--- config.mk ---
export PLATFORM = sky130hd
export DESIGN_NAME = issue_scoreboard_flat
export DESIGN_NICKNAME = d
export VERILOG_FILES = /design/src/rtl/issue_scoreboard_pkg.sv /design/src/rtl/skid_buffer_port.sv /design/src/rtl/pending_counter_file.sv /design/src/rtl/issue_scoreboard.sv /design/src/flat_wrapper.sv
export SDC_FILE = /design/constraint.sdc
export NUM_CORES = 1
export LEC_CHECK = 0
export ABC_AREA = 1
export CAP_MARGIN = 20
export CORE_UTILIZATION = 30
export CTS_CLUSTER_DIAMETER = 50
export CTS_CLUSTER_SIZE = 24
export DETAILED_ROUTE_END_ITERATION = 6
export SYNTH_ARGS = -nofsm -noshare
export SYNTH_HDL_FRONTEND = slang
export SYNTH_SLANG_ARGS = --single-unit
--- constraint.sdc ---
create_clock -name clock -period 3.9 [get_ports clock]
set_input_delay 0.78 -clock clock [delete_from_list [all_inputs] [get_ports clock]]
set_output_delay 0.78 -clock clock [all_outputs]
set_load 0.02 [all_outputs]
--- src/rtl/issue_scoreboard_pkg.sv ---
// Shared types for the issue scoreboard: instruction kinds, the issue payload,
// register-index sizing and the per-kind register usage table.
`ifndef LOG
`define LOG(msg) begin end
`endif

package issue_scoreboard_pkg;

    localparam int REG_IDX_W = 4;
    localparam int REG_COUNT = 16;

    typedef enum logic [2:0] {
        NOP  = 3'd0,
        ADD  = 3'd1,
        ADDI = 3'd2,
        LUI  = 3'd3,
        LW   = 3'd4,
        SW   = 3'd5,
        BEQ  = 3'd6
    } instruction_kind;

    typedef struct packed {
        instruction_kind instruction;
        logic [4:0]      destination;
        logic [4:0]      operand_1;
        logic [4:0]      operand_2;
        logic [31:0]     immediate;
    } issue_payload_t;

    typedef struct packed {
        logic readsRs1;
        logic readsRs2;
        logic writesRd;
    } reg_use_t;

    function automatic reg_use_t uses_of(input instruction_kind kind);
        reg_use_t u;
        u = '0;
        case (kind)
            ADD:     u = '{readsRs1: 1'b1, readsRs2: 1'b1, writesRd: 1'b1};
            ADDI:    u = '{readsRs1: 1'b1, readsRs2: 1'b0, writesRd: 1'b1};
            LUI:     u = '{readsRs1: 1'b0, readsRs2: 1'b0, writesRd: 1'b1};
            LW:      u = '{readsRs1: 1'b1, readsRs2: 1'b0, writesRd: 1'b1};
            SW:      u = '{readsRs1: 1'b1, readsRs2: 1'b1, writesRd: 1'b0};
            BEQ:     u = '{readsRs1: 1'b1, readsRs2: 1'b1, writesRd: 1'b0};
            default: u = '0;
        endcase
        return u;
    endfunction

endpackage

--- src/rtl/skid_buffer_port.sv ---
// Valid/ready handshake carrying one issue payload; upstream is the receiving
// side of a stage, downstream the sending side.
interface skid_buffer_port;
    logic                                valid;
    logic                                ready;
    issue_scoreboard_pkg::issue_payload_t data;

    modport upstream   (input valid, input data, output ready);
    modport downstream (output valid, output data, input ready);
endinterface

--- src/rtl/pending_counter_file.sv ---
// Per-register outstanding-write counters with one increment, two decrement
// ports, two source reads, a destination read and an any-nonzero summary.
module pending_counter_file
    import issue_scoreboard_pkg::*;
#(
    parameter int PENDING_W = 2
) (
    input  logic                 clock,
    input  logic                 reset,
    input  logic                 incEn_i,
    input  logic [REG_IDX_W-1:0] incIdx_i,
    input  logic                 wbDecEn_i,
    input  logic [REG_IDX_W-1:0] wbDecIdx_i,
    input  logic                 undoDecEn_i,
    input  logic [REG_IDX_W-1:0] undoDecIdx_i,
    input  logic [REG_IDX_W-1:0] rdIdx1_i,
    input  logic [REG_IDX_W-1:0] rdIdx2_i,
    input  logic [REG_IDX_W-1:0] dstIdx_i,
    output logic [PENDING_W-1:0] rdCnt1_o,
    output logic [PENDING_W-1:0] rdCnt2_o,
    output logic [PENDING_W-1:0] dstCnt_o,
    output logic                 anyNonzero_o
);

    localparam int CW = PENDING_W + 1;
    localparam logic [CW-1:0] CNT_MAX_W = CW'({PENDING_W{1'b1}});

    logic [PENDING_W-1:0] cnt_q [REG_COUNT];
    logic [PENDING_W-1:0] cnt_d [REG_COUNT];

    // Net change is applied in one step so simultaneous +1/-1 cancel, and the
    // result is floored at zero so a stray decrement cannot wrap.
    function automatic logic [PENDING_W-1:0] nextCount(input logic [PENDING_W-1:0] cnt,
                                                       input logic inc,
                                                       input logic decA,
                                                       input logic decB);
        logic [CW-1:0] sum;
        logic [CW-1:0] dec;
        logic [CW-1:0] res;
        sum = CW'(cnt) + CW'(inc);
        dec = CW'(decA) + CW'(decB);
        if (dec > sum)
            res = '0;
        else
            res = sum - dec;
        if (res > CNT_MAX_W)
            res = CNT_MAX_W;
        return res[PENDING_W-1:0];
    endfunction

    always_comb begin
        anyNonzero_o = 1'b0;
        for (int i = 0; i < REG_COUNT; i++) begin
            cnt_d[i] = '0;
            if (i != 0)
                cnt_d[i] = nextCount(cnt_q[i],
                                     incEn_i     && (incIdx_i     == REG_IDX_W'(i)),
                                     wbDecEn_i   && (wbDecIdx_i   == REG_IDX_W'(i)),
                                     undoDecEn_i && (undoDecIdx_i == REG_IDX_W'(i)));
            anyNonzero_o = anyNonzero_o | (cnt_q[i] != '0);
        end
    end

    always_ff @(posedge clock or negedge reset) begin
        if (!reset) begin
            cnt_q <= '{default: '0};
        end else begin
            cnt_q <= cnt_d;
            if (wbDecEn_i && (cnt_q[wbDecIdx_i] == '0))
                `LOG("issue_scoreboard: writeback retired a register with no pending write")
        end
    end

    assign rdCnt1_o = cnt_q[rdIdx1_i];
    assign rdCnt2_o = cnt_q[rdIdx2_i];
    assign dstCnt_o = cnt_q[dstIdx_i];

endmodule

--- src/rtl/issue_scoreboard.sv ---
// Single-slot issue stage with per-register RAW/saturation stalls.
// Define ISSUE_SCOREBOARD_WB_BYPASS_EN to let a same-cycle writeback clear a source.
module issue_scoreboard
    import issue_scoreboard_pkg::*;
#(
    parameter int PENDING_W = 2
) (
    input  logic                 clock,
    input  logic                 reset,
    skid_buffer_port.upstream    from_decode,
    skid_buffer_port.downstream  to_execute,
    input  logic                 flush,
    input  logic                 wb_valid,
    input  logic [REG_IDX_W-1:0] wb_register,
    output logic                 pending_any
);

    localparam logic [PENDING_W-1:0] CNT_MAX = '1;

    logic           slotValid_q, slotValid_d;
    issue_payload_t slotData_q,  slotData_d;

    reg_use_t             inUse, slotUse;
    logic [REG_IDX_W-1:0] rs1, rs2, rd, slotRd;
    logic [PENDING_W-1:0] rs1Cnt, rs2Cnt, rdCnt;
    logic                 rs1Bypass, rs2Bypass;
    logic                 hazard, accept, transfer;
    logic                 incEn, wbDecEn, undoDecEn, anyNonzero;

    assign inUse   = uses_of(from_decode.data.instruction);
    assign rs1     = from_decode.data.operand_1[REG_IDX_W-1:0];
    assign rs2     = from_decode.data.operand_2[REG_IDX_W-1:0];
    assign rd      = from_decode.data.destination[REG_IDX_W-1:0];
    assign slotUse = uses_of(slotData_q.instruction);
    assign slotRd  = slotData_q.destination[REG_IDX_W-1:0];

`ifdef ISSUE_SCOREBOARD_WB_BYPASS_EN
    // A last outstanding write retiring this cycle no longer blocks its readers.
    assign rs1Bypass = wb_valid && (wb_register == rs1) && (rs1Cnt == PENDING_W'(1));
    assign rs2Bypass = wb_valid && (wb_register == rs2) && (rs2Cnt == PENDING_W'(1));
`else
    assign rs1Bypass = 1'b0;
    assign rs2Bypass = 1'b0;
`endif

    assign hazard = (inUse.readsRs1 && (rs1 != '0) && (rs1Cnt != '0) && !rs1Bypass) ||
                    (inUse.readsRs2 && (rs2 != '0) && (rs2Cnt != '0) && !rs2Bypass) ||
                    (inUse.writesRd && (rd  != '0) && (rdCnt == CNT_MAX));

    assign from_decode.ready = !hazard && !flush && (!slotValid_q || to_execute.ready);
    assign accept            = from_decode.valid && from_decode.ready;
    assign transfer          = slotValid_q && to_execute.ready;

    assign incEn     = accept && inUse.writesRd && (rd != '0);
    assign wbDecEn   = wb_valid && (wb_register != '0);
    assign undoDecEn = flush && slotValid_q && slotUse.writesRd && (slotRd != '0);

    pending_counter_file #(
        .PENDING_W (PENDING_W)
    ) u_counters (
        .clock        (clock),
        .reset        (reset),
        .incEn_i      (incEn),
        .incIdx_i     (rd),
        .wbDecEn_i    (wbDecEn),
        .wbDecIdx_i   (wb_register),
        .undoDecEn_i  (undoDecEn),
        .undoDecIdx_i (slotRd),
        .rdIdx1_i     (rs1),
        .rdIdx2_i     (rs2),
        .dstIdx_i     (rd),
        .rdCnt1_o     (rs1Cnt),
        .rdCnt2_o     (rs2Cnt),
        .dstCnt_o     (rdCnt),
        .anyNonzero_o (anyNonzero)
    );

    always_comb begin
        slotValid_d = slotValid_q;
        slotData_d  = slotData_q;
        if (flush) begin
            slotValid_d = 1'b0;
        end else if (accept) begin
            slotValid_d = 1'b1;
            slotData_d  = from_decode.data;
        end else if (transfer) begin
            slotValid_d = 1'b0;
        end
    end

    always_ff @(posedge clock or negedge reset) begin
        if (!reset) begin
            slotValid_q <= 1'b0;
            slotData_q  <= '0;
        end else begin
            slotValid_q <= slotValid_d;
            slotData_q  <= slotData_d;
        end
    end

    assign to_execute.valid = slotValid_q;
    assign to_execute.data  = slotData_q;
    assign pending_any      = anyNonzero || slotValid_q;

endmodule

--- src/flat_wrapper.sv ---
// flat-port wrapper written by rule: the top's interface ports become plain ports
module issue_scoreboard_flat import issue_scoreboard_pkg::*;
#(
    parameter int PENDING_W = 2
)
  (clock, reset, flush, wb_valid, wb_register, pending_any, from_decode_valid, from_decode_data, from_decode_ready, to_execute_valid, to_execute_data, to_execute_ready);
  skid_buffer_port from_decode_i ();
  skid_buffer_port to_execute_i ();
  input  logic clock;
  input  logic reset;
  input  logic flush;
  input  logic wb_valid;
  input  logic [REG_IDX_W-1:0] wb_register;
  output logic pending_any;
  input wire logic [$bits(from_decode_i.valid)-1:0] from_decode_valid;
  input wire logic [$bits(from_decode_i.data)-1:0] from_decode_data;
  output wire logic [$bits(from_decode_i.ready)-1:0] from_decode_ready;
  output wire logic [$bits(to_execute_i.valid)-1:0] to_execute_valid;
  output wire logic [$bits(to_execute_i.data)-1:0] to_execute_data;
  input wire logic [$bits(to_execute_i.ready)-1:0] to_execute_ready;
  assign from_decode_i.valid = from_decode_valid;
  assign from_decode_i.data = from_decode_data;
  assign from_decode_ready = from_decode_i.ready;
  assign to_execute_valid = to_execute_i.valid;
  assign to_execute_data = to_execute_i.data;
  assign to_execute_i.ready = to_execute_ready;
  issue_scoreboard #(.PENDING_W(PENDING_W)) u_core (.clock(clock), .reset(reset), .from_decode(from_decode_i), .to_execute(to_execute_i), .flush(flush), .wb_valid(wb_valid), .wb_register(wb_register), .pending_any(pending_any));
endmodule
==> metrics <==
Post-CTS Hold Fix Bufs=0; antenna cells=0; initial DRC count=between 300 and 400; setup bufs post-CTS=0; slew margin rel.=0.400; CTS HTree Levels=3; top cells by area, synth=dfrtp_1 (32%), nand2_1 (13%), ha_1 (12%); unrepaired setup endpoints after global routing=false; CTS buffer count=9; Syn-to-layout area delta=33.7%; CTS tree=done; Std-Cell Rows=52; power per standard cell area=556 nW/um2; most used flip-flop cell after synthesis=dfrtp_1; MaxCap Viol Count=0; Clock Tree Root=clkbuf_16; DRC Markers=0; first-pass GRT wire length=around 30000 um; max-slew violations=0; Die Y-Extent=~150 um; post-layout power=~4.7 mW; Post-Synthesis Cells=~800; Fillers=~2100; Worst Path Required=4.14 ns; worst clock skew=between 0.007 and 0.008 ns; initial antenna violation count=0; sequential element share of the synthesized area=0.322; status=finished clean; Distinct cells, synth=34; clock power share=0.195; die width=about 150 um; number of synthesized register bits=slightly above 80; Crit Path Max Fanout=15; vias per inst=4.57; largest net degree at the start of global routing=69; Synthesis Warnings=0; Reg power frac=0.331; switching part of the total=0.429; Period minus WS final=around 3.6 ns; period utilisation layout=0.930; syn avg cell area=7.85 um2; I/O pin cnt=about 110; vias in the first global route=about 5700; asr flop ratio synth=1.00; die area=roughly 22000 um2; Max VDD drop=about 0.25 mV; critical path class=input port to flip-flop; crit path DAT=roughly 3.9 ns; worst slew pin tran=about 0.9 ns; Setup violations, final=0; Max Buffers Root-to-Sink=2; drt wl/cell=about 14 um; Pint=approximately 2.7 mW; initial core utilization=0.308; Detail Route Antenna Nets=0; f_max=between 200 and 300 MHz; CP startpoint kind=input port; share of the synthesized area in the top cell type=0.322; CTS resizes=2; endpoint class of the critical path=flip-flop; DR vias=approximately 5700; TritonCTS Sinks=81; Placer Congestion=approximately 0.84; area leader, netlist=dfrtp_1; final net count=between 1000 and 1500; net count after synthesis=~950; layout cell share with drive strength beyond 1=0.110; Fin. Hold Viols=0; worst hold path type=flip-flop to flip-flop; Lkg Pwr=approximately 4.4 nW; grt ovf=0; core footprint=between 20000 and 25000 um2; synthesized cell area=~6300 um2; PortBufs=~110; Clock Latency Late Sink=around 0.35 ns; GR Util All Layers=0.174; setup TNS=0 ns; EDFF count, synth=0; hpwl dp=between 10000 and 15000 um; drt first pass iters=5; CTS clk-pin slew, worst paths=roughly 0.07 ns; drt total wl=roughly 18000 um; share of total power in combinational logic=0.473; Psw=2.01 mW
## cell type report
class	instances	area, um2	share of cell area
multi-input combinational	572	3650	0.434
sequential	81	2030	0.241
timing repair buffer	177	1620	0.193
inverter	123	464	0.0551
tap	270	338	0.0401
clock buffer	9	225	0.0268
clock inverter	7	86.3	0.0103
## power by group through the flow
| stage | clock, mW | combinational (mW) | sequential, mW |
|---|---|---|---|
| 2_1_floorplan | 0 | 1.04 | 1.74 |
| 3_3_place_gp | 0 | 2.19 | 1.56 |
| 3_5_place_dp | 0 | 2.22 | 1.56 |
| 4_1_cts | 0.941 | 2.23 | 1.55 |
| 5_1_grt | 0.970 | 2.50 | 1.61 |
| 6_report | 0.914 | 2.22 | 1.55 |
## logic make-up (layout without fill, tap and decap cells)
logic type      Yosys count  count (layout)  share of synthesized area
flops                    81              81                      0.322
compound gates           73              73                     0.0668
fa+ha+maj                90              90                      0.215
simple gates            394             394                      0.277
buf+inv                 149             316                     0.0985
xor+xnor                 15              15                     0.0209
## cell usage after synthesis (all sizes together) (9+ instances only)
cell type  instances
nor2              85
ha                60
o21bai            14
xnor2             15
o21ai             42
dfrtp             81
buf               15
nand3             27
fa                30
inv              121
nand4             52
nand2            217
clkbuf            11
a21oi              9
## metrics by stage
| stage | cells | area, um2 | utilization | setup WS [ns] | hold slack [ns] |
|---|---|---|---|---|---|
| final | 1239 | 8420 | 0.412 | 0.272 | 0.470 |
| after global routing | 1239 | 8420 | 0.412 | 0.00115 | 0.500 |
| after CTS | 1239 | 8400 | 0.411 | 0.186 | 0.475 |
| after global placement | 1223 | 8090 | 0.396 | -0.164 | 0.453 |
| after detailed placement | 1223 | 8090 | 0.396 | -0.185 | 0.458 |
| after floorplan | 802 | 6300 | - | 0.475 | 0.484 |
## cells in the final DEF, fill, tap and decap left out, types with 9 or more instances in the layout
master	instances
dfrtp_1	81
o21bai_1	14
clkdlybuf4s50_1	105
o21ai_0	41
fa_1	30
a21oi_1	9
xnor2_1	15
nand3_1	25
inv_1	119
nand4_1	51
ha_1	60
clkbuf_16	9
nand2_1	216
buf_4	65
nor2_2	12
nor2_1	72
## worst max-delay path: stages
cell             delay (ns)
clkdlybuf4s50_1        0.52
buf_4                  0.19
nor2_1                 0.21
nand2_1                0.08
nand2_1                0.09
clkinv_1               0.06
nand2_1                0.06
nand3_1                0.09
nand2_2                0.12
nor2_8                 0.04
nand4_4                0.06
buf_12                 0.16
nor2_1                 0.06
ha_1                   0.19
ha_1                   0.30
fa_1                   0.46
xnor2_1                0.16
o21ai_0                0.15
inv_1                  0.06
## per-layer routing
layer / GRT usage / vias to the layer above / wire length, um
li1: - / 2882 / -
met1: 0.230 / 2664 / 8420
met2: 0.292 / 95 / 8670
met3: 0.0276 / 16 / 470
met4: 0.0516 / 0 / 294
met5: 0 / - / 0
## worst paths after layout
path | from | end | slack [ns] | depth (start not counted)
worst min-delay path | u_core.to_execute.data[31]$_DFFE_PN0P_ | u_core.to_execute.data[31]$_DFFE_PN0P_ | 0.47 | 2
min in group asynchronous | reset | u_core.to_execute.data[8]$_DFFE_PN0P_ | 0.54 | 1
worst min register to register | u_core.to_execute.data[31]$_DFFE_PN0P_ | u_core.to_execute.data[31]$_DFFE_PN0P_ | 0.47 | 2
worst max-delay path | from_decode_data[45] | u_core.u_counters.cnt_q[23]$_DFF_PN0_ | 0.27 | 19
max in group asynchronous | reset | u_core.u_counters.cnt_q[0]$_DFF_PN0_ | 2.59 | 2
worst max register to register | u_core.u_counters.cnt_q[13]$_DFF_PN0_ | u_core.u_counters.cnt_q[23]$_DFF_PN0_ | 0.54 | 17
## sequential cells by signal (all words and copies together), names as in the netlist
name                     flops
u_core.to_execute.data      50
u_core.u_counters.cnt_q     30
u_core.to_execute.valid      1
Note: power is estimated with default switching activity, not from simulation.
